$ cat config.mk
export PLATFORM = sky130hd
export DESIGN_NAME = axi_sram_master
export DESIGN_NICKNAME = d
export VERILOG_FILES = /design/src/rtl/axi_sram_master.sv
export SDC_FILE = /design/constraint.sdc
export NUM_CORES = 1
export LEC_CHECK = 0
export BUFFER_PORTS_ARGS = -buffer_cell sky130_fd_sc_hd__buf_4
export CAP_MARGIN = 25
export CORE_AREA = 2 2 117 119
export CTS_CLUSTER_DIAMETER = 50
export DETAILED_ROUTE_END_ITERATION = 10
export DIE_AREA = 0 0 119 121
export GPL_TIMING_DRIVEN = 0
export PLACE_DENSITY = 0.75
export SETUP_SLACK_MARGIN = 0.1
export SYNTH_ARGS = -nofsm -noshare
export SYNTH_HDL_FRONTEND = slang
export SYNTH_SLANG_ARGS = --single-unit
$ cat constraint.sdc
create_clock -name s_aclk -period 1.76 [get_ports s_aclk]
set_input_delay 0.352 -clock s_aclk [delete_from_list [all_inputs] [get_ports s_aclk]]
set_output_delay 0.352 -clock s_aclk [all_outputs]
set_load 0.01 [all_outputs]
$ cat src/rtl/axi_sram_master.sv
// Single-beat AXI4 master bridging an SRAM-style request/response client.
// One transaction outstanding at a time; reads and writes use fixed INCR, length-1 bursts.
module axi_sram_master #(
    parameter logic [3:0] RD_ID = 4'd0,
    parameter logic [3:0] WR_ID = 4'd1
) (
    input  logic        s_aclk,
    input  logic        s_aresetn,

    input  logic        req,
    input  logic        wr,
    input  logic [1:0]  size,
    input  logic [31:0] addr,
    input  logic [3:0]  wstrb,
    input  logic [31:0] wdata,
    output logic        addr_ok,
    output logic        data_ok,
    output logic [31:0] rdata,
    output logic        resp_err,

    output logic [3:0]  m_axi_awid,
    output logic [31:0] m_axi_awaddr,
    output logic [7:0]  m_axi_awlen,
    output logic [2:0]  m_axi_awsize,
    output logic [1:0]  m_axi_awburst,
    output logic        m_axi_awvalid,
    input  logic        m_axi_awready,

    output logic [31:0] m_axi_wdata,
    output logic [3:0]  m_axi_wstrb,
    output logic        m_axi_wlast,
    output logic        m_axi_wvalid,
    input  logic        m_axi_wready,

    input  logic [3:0]  m_axi_bid,
    input  logic [1:0]  m_axi_bresp,
    input  logic        m_axi_bvalid,
    output logic        m_axi_bready,

    output logic [3:0]  m_axi_arid,
    output logic [31:0] m_axi_araddr,
    output logic [7:0]  m_axi_arlen,
    output logic [2:0]  m_axi_arsize,
    output logic [1:0]  m_axi_arburst,
    output logic        m_axi_arvalid,
    input  logic        m_axi_arready,

    input  logic [3:0]  m_axi_rid,
    input  logic [31:0] m_axi_rdata,
    input  logic [1:0]  m_axi_rresp,
    input  logic        m_axi_rlast,
    input  logic        m_axi_rvalid,
    output logic        m_axi_rready
);

    typedef enum logic [2:0] {
        IDLE,
        RD_ADDR,
        RD_DATA,
        WR_ADDR,
        WR_RESP
    } state_t;

    state_t      state, state_nxt;
    logic [1:0]  size_q;
    logic [31:0] addr_q;
    logic [3:0]  wstrb_q;
    logic [31:0] wdata_q;
    logic        aw_done, w_done;
    logic        aw_done_nxt, w_done_nxt;
    logic        r_hs, b_hs;

    // Response IDs and rlast carry no information for a single outstanding beat.
    logic unused_inputs;
    assign unused_inputs = ^{m_axi_rid, m_axi_bid, m_axi_rlast};

    always_comb begin
        state_nxt     = state;
        aw_done_nxt   = aw_done;
        w_done_nxt    = w_done;
        addr_ok       = 1'b0;
        m_axi_arvalid = 1'b0;
        m_axi_rready  = 1'b0;
        m_axi_awvalid = 1'b0;
        m_axi_wvalid  = 1'b0;
        m_axi_bready  = 1'b0;
        case (state)
            IDLE: begin
                addr_ok     = 1'b1;
                aw_done_nxt = 1'b0;
                w_done_nxt  = 1'b0;
                if (req) state_nxt = wr ? WR_ADDR : RD_ADDR;
            end
            RD_ADDR: begin
                m_axi_arvalid = 1'b1;
                if (m_axi_arready) state_nxt = RD_DATA;
            end
            RD_DATA: begin
                m_axi_rready = 1'b1;
                if (m_axi_rvalid) state_nxt = IDLE;
            end
            WR_ADDR: begin
                // AW and W retire independently; leave once both have, even in the same cycle.
                m_axi_awvalid = !aw_done;
                m_axi_wvalid  = !w_done;
                if (m_axi_awvalid && m_axi_awready) aw_done_nxt = 1'b1;
                if (m_axi_wvalid && m_axi_wready)   w_done_nxt  = 1'b1;
                if (aw_done_nxt && w_done_nxt) state_nxt = WR_RESP;
            end
            WR_RESP: begin
                m_axi_bready = 1'b1;
                if (m_axi_bvalid) state_nxt = IDLE;
            end
            default: state_nxt = IDLE;
        endcase
    end

    assign r_hs = m_axi_rready && m_axi_rvalid;
    assign b_hs = m_axi_bready && m_axi_bvalid;

    always_ff @(posedge s_aclk or negedge s_aresetn) begin
        if (!s_aresetn) begin
            state    <= IDLE;
            aw_done  <= 1'b0;
            w_done   <= 1'b0;
            data_ok  <= 1'b0;
            resp_err <= 1'b0;
            rdata    <= '0;
            size_q   <= '0;
            addr_q   <= '0;
            wstrb_q  <= '0;
            wdata_q  <= '0;
        end else begin
            state   <= state_nxt;
            aw_done <= aw_done_nxt;
            w_done  <= w_done_nxt;
            data_ok <= r_hs || b_hs;
            if (r_hs) begin
                rdata    <= m_axi_rdata;
                resp_err <= |m_axi_rresp;
            end
            if (b_hs) resp_err <= |m_axi_bresp;
            if (req && addr_ok) begin
                size_q  <= size;
                addr_q  <= addr;
                wstrb_q <= wstrb;
                wdata_q <= wdata;
            end
        end
    end

    assign m_axi_awid    = WR_ID;
    assign m_axi_awaddr  = addr_q;
    assign m_axi_awlen   = 8'd0;
    assign m_axi_awsize  = {1'b0, size_q};
    assign m_axi_awburst = 2'b01;
    assign m_axi_wdata   = wdata_q;
    assign m_axi_wstrb   = wstrb_q;
    assign m_axi_wlast   = 1'b1;

    assign m_axi_arid    = RD_ID;
    assign m_axi_araddr  = addr_q;
    assign m_axi_arlen   = 8'd0;
    assign m_axi_arsize  = {1'b0, size_q};
    assign m_axi_arburst = 2'b01;

endmodule

==> impl_metrics.env <==
export IMPL_synth_avg_cell_area_um2=15.2
export IMPL_avgRoutedWirePerCell_um=15.0
export IMPL_drive_above_1_share_pct=73.7
export IMPL_grt_pass1_vias=3566
export IMPL_cts_made_buffers=9
export IMPL_timing_fmax_ghz=0.593
export IMPL_final_setup_skew_ns=0.00581
export IMPL_cts_sink_count=109
export IMPL_synth_xor_area_share_pct=0
export IMPL_drc_errors=0
export IMPL_antenna_diode_count=0
export IMPL_cp_startpoint="state[2]$_DFFE_PN0P_"
export IMPL_coreArea_um2=13100
export IMPL_endpoint="m_axi_wstrb[2]$_DFFE_PN0P_"
export IMPL_outcome="finished clean"
export IMPL_synthTopCellsByArea="sky130_fd_sc_hd__dfrtp_1, sky130_fd_sc_hd__mux2_4, sky130_fd_sc_hd__buf_4"
export IMPL_detail_route_wirelength_um=12300
export IMPL_via_count=3559
export IMPL_netlist_area_um2=5000
export IMPL_crit_path_start_kind="register"
export IMPL_first_iter_violations=119
export IMPL_endpoint_kind_of_the_worst_setup_timing_path="register"
export IMPL_timing_rr_end="m_axi_wstrb[2]$_DFFE_PN0P_"
export IMPL_finalCritPeriodShare_pct=95.9
export IMPL_total_of_flip_flops_plus_latches_after_synthesis=109
export IMPL_maxCapViolations=0
export IMPL_reg2reg_slack_ns=0.07
export IMPL_nFillCells=1037
export IMPL_worst_ep_arrival_time_ns=1.91
export IMPL_floorplan_die_width_um=119
export IMPL_seq_area_frac_synth_pct=54.5
export IMPL_yosys_area_share_adder_pct=0
export IMPL_io_buffers=258
export IMPL_synth_cell_types=26
export IMPL_final_critical_path_setup_slack_ns=0.0725
export IMPL_fin_setup_tns_ns=0
export IMPL_pin_count=299
export IMPL_power_leakage_nw=4.05
export IMPL_synth_edf_count=0
export IMPL_global_route_usage_total_pct=16.6
export IMPL_timing_worst_slew_pin_value_ns=0.750
export IMPL_synth_top_family_by_area="multiplexers"
export IMPL_cp_data_required_time_ns=1.98
export IMPL_tritoncts="yes"
export IMPL_starting_density_pct=38.2
export IMPL_timing_final_crit_period_ns=1.69
export IMPL_final_max_slew_viol_count=0
export IMPL_detailedRoute_firstPassIterationCount=4
export IMPL_ant_nets=0
export IMPL_path_clk_slew_ns=0.07
export IMPL_relative_area_change_from_synthesis_to_final_layout_pct=57.2
export IMPL_vias_per_cell=4.33
export IMPL_grt_pass1_wl_um=18900
export IMPL_worst_slew_margin_rel_pct=50.0
export IMPL_dieHeight_um=121
export IMPL_final_net_count=765
export IMPL_crit_path_max_fanout=10
export IMPL_asyncSetResetFlopFracSynth_pct=100
export IMPL_post_synth_top_count_cell="sky130_fd_sc_hd__dfrtp_1"
export IMPL_critPathKind="reg -> reg"
export IMPL_detailedPlace_worstSlack_ns=0.106
export IMPL_gr_total_overflow=0
export IMPL_cts_max_level=3
export IMPL_report_final_setup_viol=0
export IMPL_place_detailed_hpwl_um=9380
export IMPL_rd_place_congestion=0.783
export IMPL_synth_warning_count=0
export IMPL_power_per_cell_area_nw_per_um2=1840
export IMPL_post_synth_most_frequent_cells="sky130_fd_sc_hd__dfrtp_1, sky130_fd_sc_hd__mux2_4, sky130_fd_sc_hd__buf_4"
export IMPL_regToRegStartpoint="state[2]$_DFFE_PN0P_"
export IMPL_number_of_antenna_violations_at_the_first_check_in_global_routing=0
export IMPL_std_cell_rows=42
export IMPL_fraction_of_the_mapped_netlist_area_in_compound_gates_pct=1.15
export IMPL_syn_instance_count=329
export IMPL_ff2ff_path_depth=6
export IMPL_die_area_um2=14400
export IMPL_largest_net_degree_at_the_start_of_global_routing=59
export IMPL_min_delay_path_class="in -> async"
export IMPL_synth_mux_area_fraction_pct=28.8
export IMPL_clkLatencyLatePin_ns=0.34
export IMPL_cts_path_max_buffers=2
export IMPL_grt_setup_unrepaired="true"
export IMPL_synth_flop_cell="sky130_fd_sc_hd__dfrtp_1"
export IMPL_synthDominantAreaCellType="sky130_fd_sc_hd__dfrtp_1"
export IMPL_vdd_ir_drop_worst_uv=782
export IMPL_synth_top_cell_area_share_pct=54.5
export IMPL_timing_final_hold_violations=0
export IMPL_fin_total_pwr_mw=14.5
export IMPL_cts_root_buf="sky130_fd_sc_hd__clkbuf_16"
export IMPL_yosys_area_share_simple_pct=2.80
==> power breakdown <==
group | leakage [nW] | total [mW] | internal, mW | switching [mW]
logic | 2.63 | 7.91 | 5.09 | 2.82
clock network | 0.128 | 1.88 | 0.965 | 0.917
registers | 1.29 | 4.66 | 3.79 | 0.875
total | 4.05 | 14.5 | 9.84 | 4.61
==> flip-flops by register name (all words and copies together) (netlist names) <==
name,count
aw_done,1
data_ok,1
m_axi_araddr,32
m_axi_wdata,32
m_axi_wstrb,4
rdata,32
resp_err,1
size_q,2
state,3
w_done,1
==> worst min-delay path by stage <==
stage,startpoint,to,slack [ns],cells past startpoint
after detailed placement,s_aresetn,m_axi_wdata[0]$_DFFE_PN0P_,0.46,1
after global placement,rdata[9]$_DFFE_PN0P_,rdata[9]$_DFFE_PN0P_,0.49,1
after global routing,s_aresetn,m_axi_wdata[3]$_DFFE_PN0P_,0.13,1
after floorplan,s_aresetn,aw_done$_DFFE_PN0P_,0.06,0
final,s_aresetn,m_axi_araddr[29]$_DFFE_PN0P_,0.07,1
after CTS,s_aresetn,m_axi_wdata[3]$_DFFE_PN0P_,0.09,1
==> cell type report <==
cell class | instances | area [µm²] | area share [%]
inverter | 1 | 3.75 | 0.0477
multi-input combinational | 168 | 1780 | 22.6
tap | 176 | 220 | 2.80
clock inverter | 7 | 50.0 | 0.636
sequential | 109 | 2730 | 34.7
clock buffer | 9 | 225 | 2.86
timing repair buffer | 272 | 2130 | 27.1
buffer | 80 | 723 | 9.20
==> stage by stage <==
| step | hold WS, ns | instance area (µm²) | cells | util (%) |
|---|---|---|---|---|
| final | 0.0670 | 7860 | 822 | 60.1 |
| after global routing | 0.133 | 7860 | 822 | 60.1 |
| after CTS | 0.0873 | 7680 | 813 | 58.7 |
| after detailed placement | 0.463 | 7290 | 793 | 55.7 |
| after global placement | 0.492 | 7270 | 792 | 55.5 |
| after floorplan | 0.0564 | 5110 | 358 | - |
==> metal layers <==
metal / up-vias / global-route usage, % / share of wire [%]
met4: 0 / 5.51 / 1.2
met2: 167 / 29.1 / 52
li1: 1650 / - / -
met1: 1731 / 20.0 / 39
met5: - / 0 / 0
met3: 11 / 3.99 / 7.0
==> kinds of logic (layout without fill, tap and decap cells) <==
kind of cell | after synthesis | count (layout)
flip-flops | 109 | 109
buffers and inverters | 81 | 369
multiplexers | 105 | 105
AO/OA/AOI/OAI | 10 | 10
other | 2 | 31
AND/OR/NAND/NOR | 22 | 22
==> timing repair <==
action                                  in CTS  in global routing
resized for setup                           22                 11
hold buffers                                 0                  0
setup buffers                                4                  5
endpoints found under the setup margin      11                 95
pin swaps                                    3                  4
gates cloned                                 0                  4
==> layout by cell type (no fill, tap or decap) <==
master / count
sky130_fd_sc_hd__nor3b_2: 1
sky130_fd_sc_hd__clkbuf_16: 13
sky130_fd_sc_hd__buf_12: 8
sky130_fd_sc_hd__mux2_4: 70
sky130_fd_sc_hd__inv_6: 2
sky130_fd_sc_hd__dfrtp_2: 1
sky130_fd_sc_hd__nor4bb_1: 1
sky130_fd_sc_hd__clkinv_2: 2
sky130_fd_sc_hd__nand3_1: 1
sky130_fd_sc_hd__nor3b_4: 1
sky130_fd_sc_hd__or2_2: 1
sky130_fd_sc_hd__mux2i_1: 3
sky130_fd_sc_hd__and2_4: 1
sky130_fd_sc_hd__a21oi_1: 2
sky130_fd_sc_hd__nand2_1: 3
sky130_fd_sc_hd__nand2b_1: 4
sky130_fd_sc_hd__buf_16: 1
sky130_fd_sc_hd__buf_6: 4
sky130_fd_sc_hd__a221oi_1: 1
sky130_fd_sc_hd__nand3b_1: 2
sky130_fd_sc_hd__nor3_4: 1
sky130_fd_sc_hd__conb_1: 31
sky130_fd_sc_hd__nor2_1: 3
sky130_fd_sc_hd__inv_1: 1
sky130_fd_sc_hd__o21ai_0: 5
sky130_fd_sc_hd__and3b_1: 2
sky130_fd_sc_hd__buf_4: 334
sky130_fd_sc_hd__mux2_2: 32
sky130_fd_sc_hd__a21o_1: 1
sky130_fd_sc_hd__nor3b_1: 1
sky130_fd_sc_hd__o22ai_1: 1
sky130_fd_sc_hd__dfrtp_1: 108
sky130_fd_sc_hd__clkinvlp_4: 3
sky130_fd_sc_hd__buf_8: 1
==> worst max-delay path, stage by stage, from the launching register on <==
cell and delay, ns:
sky130_fd_sc_hd__dfrtp_1 0.41, sky130_fd_sc_hd__buf_4 0.15, sky130_fd_sc_hd__nor3_4 0.18, sky130_fd_sc_hd__and2_4 0.21, sky130_fd_sc_hd__buf_12 0.15, sky130_fd_sc_hd__buf_12 0.15, sky130_fd_sc_hd__mux2_4 0.31
(Power assumes the default switching activity.)
